### config.mk
export PLATFORM = sky130hd
export DESIGN_NAME = bsg_credit_flow_sender
export DESIGN_NICKNAME = d
export VERILOG_FILES = /design/src/rtl/bsg_credit_flow_sender.sv
export SDC_FILE = /design/constraint.sdc
export NUM_CORES = 1
export LEC_CHECK = 0
export BUFFER_PORTS_ARGS = -buffer_cell sky130_fd_sc_hd__buf_2
export CAP_MARGIN = 20
export CORE_MARGIN = 8
export CORE_UTILIZATION = 44
export DETAILED_ROUTE_END_ITERATION = 8
export GPL_ROUTABILITY_DRIVEN = 0
export PLACE_DENSITY_LB_ADDON = 0.25
export SYNTH_ARGS = -nofsm -noshare
export SYNTH_HDL_FRONTEND = slang
export SYNTH_SLANG_ARGS = --single-unit
export TNS_END_PERCENT = 1
### constraint.sdc
create_clock -name clk_i -period 2.72 [get_ports clk_i]
set_clock_uncertainty 0.1 [all_clocks]
set_input_delay 0.272 -clock clk_i [delete_from_list [all_inputs] [get_ports clk_i]]
set_output_delay 0.272 -clock clk_i [all_outputs]
set_load 0.01 [all_outputs]
### src/rtl/bsg_credit_flow_sender.sv
// bsg_credit_flow_sender
//
// Transmit side of a credit-based link. Items from a local producer are
// accepted on a valid/yumi handshake and forwarded on a registered,
// valid-only channel. Each forwarded item spends one credit. The far-end
// receiver returns one credit per item it dequeues, so the far-end FIFO
// (depth els_p) can never be overrun.
//
// Parameters:
//   width_p         payload width in bits
//   els_p           far-end FIFO depth; also the initial credit count
//
// Ports:
//   clk_i           clock
//   reset_i         synchronous, active-high reset
//   v_i             producer has a valid item
//   data_i          producer payload
//   yumi_o          item consumed this cycle (combinational from v_i)
//   v_o             link valid (registered)
//   data_o          link payload (registered, holds when v_o is low)
//   credit_i        one credit returned by the receiver (at most one per cycle)
//   credit_count_o  credits currently available
//   error_o         sticky: credit returned while the count was already full

module bsg_credit_flow_sender #(
   parameter int width_p = 8,
   parameter int els_p   = 64
) (
   input  logic                       clk_i,
   input  logic                       reset_i,
   input  logic                       v_i,
   input  logic [width_p-1:0]         data_i,
   output logic                       yumi_o,
   output logic                       v_o,
   output logic [width_p-1:0]         data_o,
   input  logic                       credit_i,
   output logic [$clog2(els_p+1)-1:0] credit_count_o,
   output logic                       error_o
);

   localparam int cnt_w_lp = $clog2(els_p + 1);

   localparam logic [cnt_w_lp-1:0] full_lp = cnt_w_lp'(els_p);
   localparam logic [cnt_w_lp-1:0] one_lp  = cnt_w_lp'(1);

   logic [cnt_w_lp-1:0] credits_r;
   logic [cnt_w_lp-1:0] credits_n;
   logic                overflow;

   // A credit returned in the same cycle is deliberately not bypassed:
   // only registered credits gate the handshake, which keeps the
   // credit_i -> yumi_o path out of the producer's timing.
   always_comb begin
      yumi_o = v_i & (credits_r != '0) & ~reset_i;
   end

   // NOTE: every variable in this block gets a default before any branch,
   // so no path leaves it unassigned and no latch is inferred.
   always_comb begin
      credits_n = credits_r;
      overflow  = 1'b0;
      if (yumi_o && !credit_i) begin
         credits_n = credits_r - one_lp;
      end else if (credit_i && !yumi_o) begin
         // A surplus credit at full count is a protocol error; saturate
         // instead of wrapping so the count stays meaningful.
         if (credits_r == full_lp) begin
            overflow = 1'b1;
         end else begin
            credits_n = credits_r + one_lp;
         end
      end
   end

   // NOTE: state is updated with non-blocking assignments so every register
   // samples the pre-edge values, independent of statement order.
   always_ff @(posedge clk_i) begin
      if (reset_i) begin
         credits_r <= full_lp;
         v_o       <= 1'b0;
         data_o    <= '0;
         error_o   <= 1'b0;
      end else begin
         credits_r <= credits_n;
         v_o       <= yumi_o;
         if (yumi_o) begin
            data_o <= data_i;
         end
         if (overflow) begin
            error_o <= 1'b1;
         end
      end
   end

   assign credit_count_o = credits_r;

endmodule

**Yosys cells after proc, flatten, opt, wreduce, memory -nomap -nowiden**

Index checks and enable logic that the tools add are counted.
W data, S select, Z words.

- Add/subtract/negate cells: 2
- Eq/ne operators: 2
- Multiplexer cells: 6
- Bitwise gates (word level): 3
- Reductions and logical operators: 7

Operator list:

| kind | number |
|---|---|
| $mux W7 | 3 |
| $add A7 B1 Y7 const B | 1 |
| $eq A7 B7 Y1 const B | 1 |
| $reduce_bool A7 Y1 | 1 |
| $sub A7 B1 Y7 const B | 1 |
| $mux W1 | 3 |
| $and A1 B1 Y1 | 2 |
| $logic_and A1 B1 Y1 | 2 |
| $logic_not A1 Y1 | 2 |
| $ne A2 B2 Y1 const B | 1 |
| $reduce_and A2 Y1 | 1 |
| $reduce_bool A2 Y1 | 1 |
| $not A1 Y1 | 1 |

- Register bits after elaboration: 17
- Bits of input ports: 12
- Word-level logic and storage cells: 24

**Depth between registers and ports, before layout**

- Word-level depth: 7
- Mapped depth: 11
- Depth with buffers taken out: 10

**Worst setup path before layout**

No wires, ideal clock.

- Path type: reg2reg
- Start: reg credits_r[0] (netlist: credit_count_o[0])
- End: reg credits_r[6] (netlist: credit_count_o[6])
- Setup time: 0.072 ns
- Arrival: 2.702 ns
- Slack: -0.154 ns
- Stages on the path, launching flop included: 11
- Clock period less this slack: 2.874 ns
- Cells stage by stage: dfxtp_1 nor3_1 a21oi_1 buf_4 ha_1 ha_1 nor2b_1 o31a_1 o22ai_1 mux2i_1 mux2i_1

- Cells in the longest elaborated chain, start to end: 7
- Elaborated cells on any way between the ends: 15
- Classes of those cells: 2 x add/sub; 2 x eq/ne; 3 x mux; 2 x bitwise; 6 x reduce/logical

RTL lines:

| element | line | RTL |
|---|---|---|
| start, declared | 46 | `logic [cnt_w_lp-1:0] credits_r;` |
| start signal, assigned | 79 | `credits_r <= full_lp;` |
| start signal, assigned | 84 | `credits_r <= credits_n;` |
| $reduce_bool A7 Y1 * | 54 | `yumi_o = v_i & (credits_r != '0) & ~reset_i;` |
| $and A1 B1 Y1 * (2 in series) | 54 |  |
| via yumi_o | 33 | `output logic yumi_o,` |
| $logic_not A1 Y1 | 64 | `end else if (credit_i && !yumi_o) begin` |
| $logic_and A1 B1 Y1 | 64 |  |
| $reduce_bool A2 Y1 (no source line) | n/a |  |
| $reduce_and A2 Y1 (no source line) | n/a |  |

Mark *: on every way through the listed nets, which the timed path passes. The rest lies on a longest branch. The select of a mux whose other input is x is not followed.
A chain may end at the register's enable or synchronous reset.

**Worst setup path in the final report**

- Start: reg credits_r[2] (netlist: credit_count_o[2])
- End: reg credits_r[6] (netlist: credit_count_o[6])

- Cells in the longest elaborated chain, start to end: 7
- Elaborated cells on any way between the ends: 15
- Classes of those cells: 2 x add/sub; 2 x eq/ne; 3 x mux; 2 x bitwise; 6 x reduce/logical

RTL lines:

| element |
|---|
| parallel branches: the longest is 7 deep, another holds $add A7 B1 Y7 |

Several ways; the timed one is not identified. The select of a mux whose other input is x is not followed.

==> impl_metrics.csv <==
group,metric,value,unit
floorplanning,start_util,46.9,%
critical_path,path_buf_inv,0,
place,dpl.cell_count,161,
synth,yosysTopAreaCellShare,37.0,%
grt,grtUsageTotal,12.0,%
final_layout,layout.cells.non_filler,166,
place,dp_hpwl,1620,um
synth,synth.avg_cell_area,8.94,um^2
clocking,clock-sinks,17,
flow_run,drv_cap,0,
synth,synth.largest_area_cell,"dfxtp_1",
detailed_routing,antenna_left,0,
power,p_per_area,682,mW/mm^2
synth,yosysWarnings,0,
grt,grt_max_degree,20,
detailed_routing,route.detailed.drc,0,
sta,timing.fmax,0.387,GHz
outcome,outcome,"finished clean",
floorplanning,die_w,61.8,um
power,ir_worst_vdd,425,uV
critical_path,crit_top_cell,"mux2i_1",
final_layout,antenna_cells,0,
critical_path,required,2850,ps
critical_path,startpoint_type,"register",
critical_path,cpPeakStageDelay,360,ps
place,port_buffers,29,
power,finalPower,0.806,mW
final_layout,fill_cells,196,
hold_path,hold_path.class,"input pin to register",
final_layout,drive_gt1_share,35.3,%
sta,finalSetupViolCount,0,
synth,mappedNetlistArea,921,um^2
synth,yosysSeqAreaShare,37.0,%
critical_path,path_cells,"nor4_4 -> a21oi_2 -> ha_4 -> ha_1 -> nor2b_1 -> o31a_1 -> o22ai_2 -> mux2i_1 -> mux2i_1",
sta,worstMarginPinSlew,321,ps
floorplanning,core_area,0.00196,mm^2
power,p_leak,0.561,nW
grt,grt_pass1_vias,823,
sta,relSlewSlack,78.4,%
sta,hold_viol,0,
final_layout,syn_to_final_growth,28.4,%
sta,maxSlewViolCount,0,
clocking,clk_latency,290,ps
synth,synthCells,103,
floorplanning,die-area,0.00381,mm^2
sta,rsz0062_at_grt,"yes",
synth,synth_area_leaders,"dfxtp_1 37%, ha_1 9.5%, nand2b_1 6.1%, mux2i_1 5.4%, o21ai_0 5.4%",
clocking,numCtsBuffers,3,
critical_path,endpoint_kind,"register",
grt,grt_pass1_wl,3480,um
synth,synth_seq_cells,17,
grt,grt_antenna_before_repair,0,
floorplanning,die_h,61.8,um
critical_path,critPathMaxFanout,8,
floorplanning,num_io_pins,30,
clocking,ctsLongestPathBuffers,2,
clocking,cts_tree,"yes",
sta,min_period,2590,ps
detailed_routing,drt_wl_total,2100,um
critical_path,crit_type,"register to register",
synth,ys_types,28,
detailed_routing,firstDrtPassIters,4,
critical_path,slowest_stage,"dfxtp_2",
critical_path,critical_path_arrival,2710,ps
clocking,htreeDepth,1,
synth,synth_nets,123,
floorplanning,row_count,16,
sta,finalSetupTns,0,ps
detailed_routing,avgRoutedWirePerCell,12.6,um
clocking,clk_pin_slew_worst_paths,100,ps
detailed_routing,vias,824,
detailed_routing,viasPerCell,4.96,
clocking,cts_root_buffer,"clkbuf_4",
final_layout,nNetsFinal,160,
grt,overflow,0,
sta,period_share,95.1,%
critical_path,crit_family,"adder cells",
detailed_routing,initialDrtViolationCount,17,
-- layout make-up --
cell class | instances | area [um^2] | share of cell area [%]
multi-input combinational | 76 | 558 | 47.2
sequential | 17 | 343 | 29.0
timing repair buffer | 36 | 198 | 16.7
tap | 27 | 33.8 | 2.86
clock buffer | 3 | 22.5 | 1.90
inverter | 6 | 22.5 | 1.90
clock inverter | 1 | 5.00 | 0.423
-- placed cells by master (no fill, tap or decap) --
cell,instances
a211oi_1,2
a21o_2,1
a21oi_1,5
a21oi_2,1
a31oi_1,1
buf_2,29
buf_4,7
clkbuf_4,3
clkinv_2,1
dfxtp_1,15
dfxtp_2,2
fa_1,1
ha_1,6
ha_4,1
inv_1,6
mux2i_1,5
nand2_1,10
nand2b_1,9
nand4b_1,1
nor2_1,8
nor2b_1,2
nor3_1,1
nor4_4,1
nor4b_2,1
o21a_1,1
o21ai_0,10
o21bai_1,1
o22ai_2,1
o311ai_1,1
o31a_1,1
or2_2,1
or4b_1,1
xnor2_1,3
-- cell usage after synthesis --
library cell,instances
a211oi_1,2
o31a_1,1
o21ai_0,10
o21bai_1,1
ha_1,7
or4b_1,1
nor2b_1,2
clkbuf_1,2
a31oi_1,1
nor2_1,8
fa_1,1
xnor2_1,3
o311ai_1,1
dfxtp_1,17
nor4_4,1
nand2b_1,9
o21a_1,1
nor4b_2,1
or2_2,1
o22ai_1,1
nand4b_1,1
nand2_1,10
inv_1,6
a21oi_1,6
nor3_1,1
buf_4,2
a21o_2,1
mux2i_1,5
-- sequential cells by signal, summed over array words and instances, names as in the netlist --
name / count
data_o: 8
credit_count_o: 7
error_o: 1
v_o: 1
-- power by group --
group / internal, mW / total, mW / switching [mW]
Sequential: 0.287 / 0.313 / 0.0257
Combinational: 0.175 / 0.355 / 0.179
Clock: 0.0547 / 0.139 / 0.0840
Total: 0.517 / 0.806 / 0.289
-- routing by layer --
layer	share of wire (%)	track usage, %	up-vias
met5	0	0	-
li1	-	-	426
met3	9.0	4.12	2
met1	44	13.4	370
met2	47	20.4	26
met4	0.48	4.87	0
-- worst min-delay path: cells and delay by family --
family                 cells  cell delay [ps]
and+or+nand+nor            1               30
buffers and inverters      1               70
AOI/OAI and AO/OA          1               50
-- logic make-up after synthesis --
family | count (synthesis) | synth area share [%]
DFF | 17 | 37.0
muxes | 5 | 5.43
and+or+nand+nor | 35 | 22.0
adders and majority gates | 8 | 11.7
xor gates and xnor gates | 3 | 2.85
AOI/OAI and AO/OA | 25 | 16.2
buffers and inverters | 10 | 4.89
-- per-stage QoR --
| stage | instance area [um^2] | utilization [%] | hold WS [ps] | worst slack, ps |
|---|---|---|---|---|
| floorplan | 927 | - | 281 | 5.75 |
| detailed placement | 1130 | 57.5 | 353 | 91.2 |
| global route | 1180 | 60.3 | 53.2 | -14.0 |
| CTS | 1160 | 58.9 | 53.4 | 34.2 |
| finish | 1180 | 60.3 | 65.2 | 134 |
| global placement | 1130 | 57.5 | 357 | 165 |
-- worst paths after layout --
| kind | from | to | slack, ps | depth (start not counted) |
|---|---|---|---|---|
| max | credit_count_o[2] | credit_count_o[6] | 130 | 9 |
| min | data_i[1] | data_o[1] | 70 | 3 |
| max reg2reg | credit_count_o[2] | credit_count_o[6] | 130 | 9 |
| min reg2reg | error_o | error_o | 370 | 2 |
-- what timing repair did --
action | in CTS | in global routing
endpoints found under the setup margin | 0 | 2
gates resized for setup | 0 | 4
buffers inserted | 0 | 1
hold buffers | 0 | 0
(Power assumes the default switching activity.)
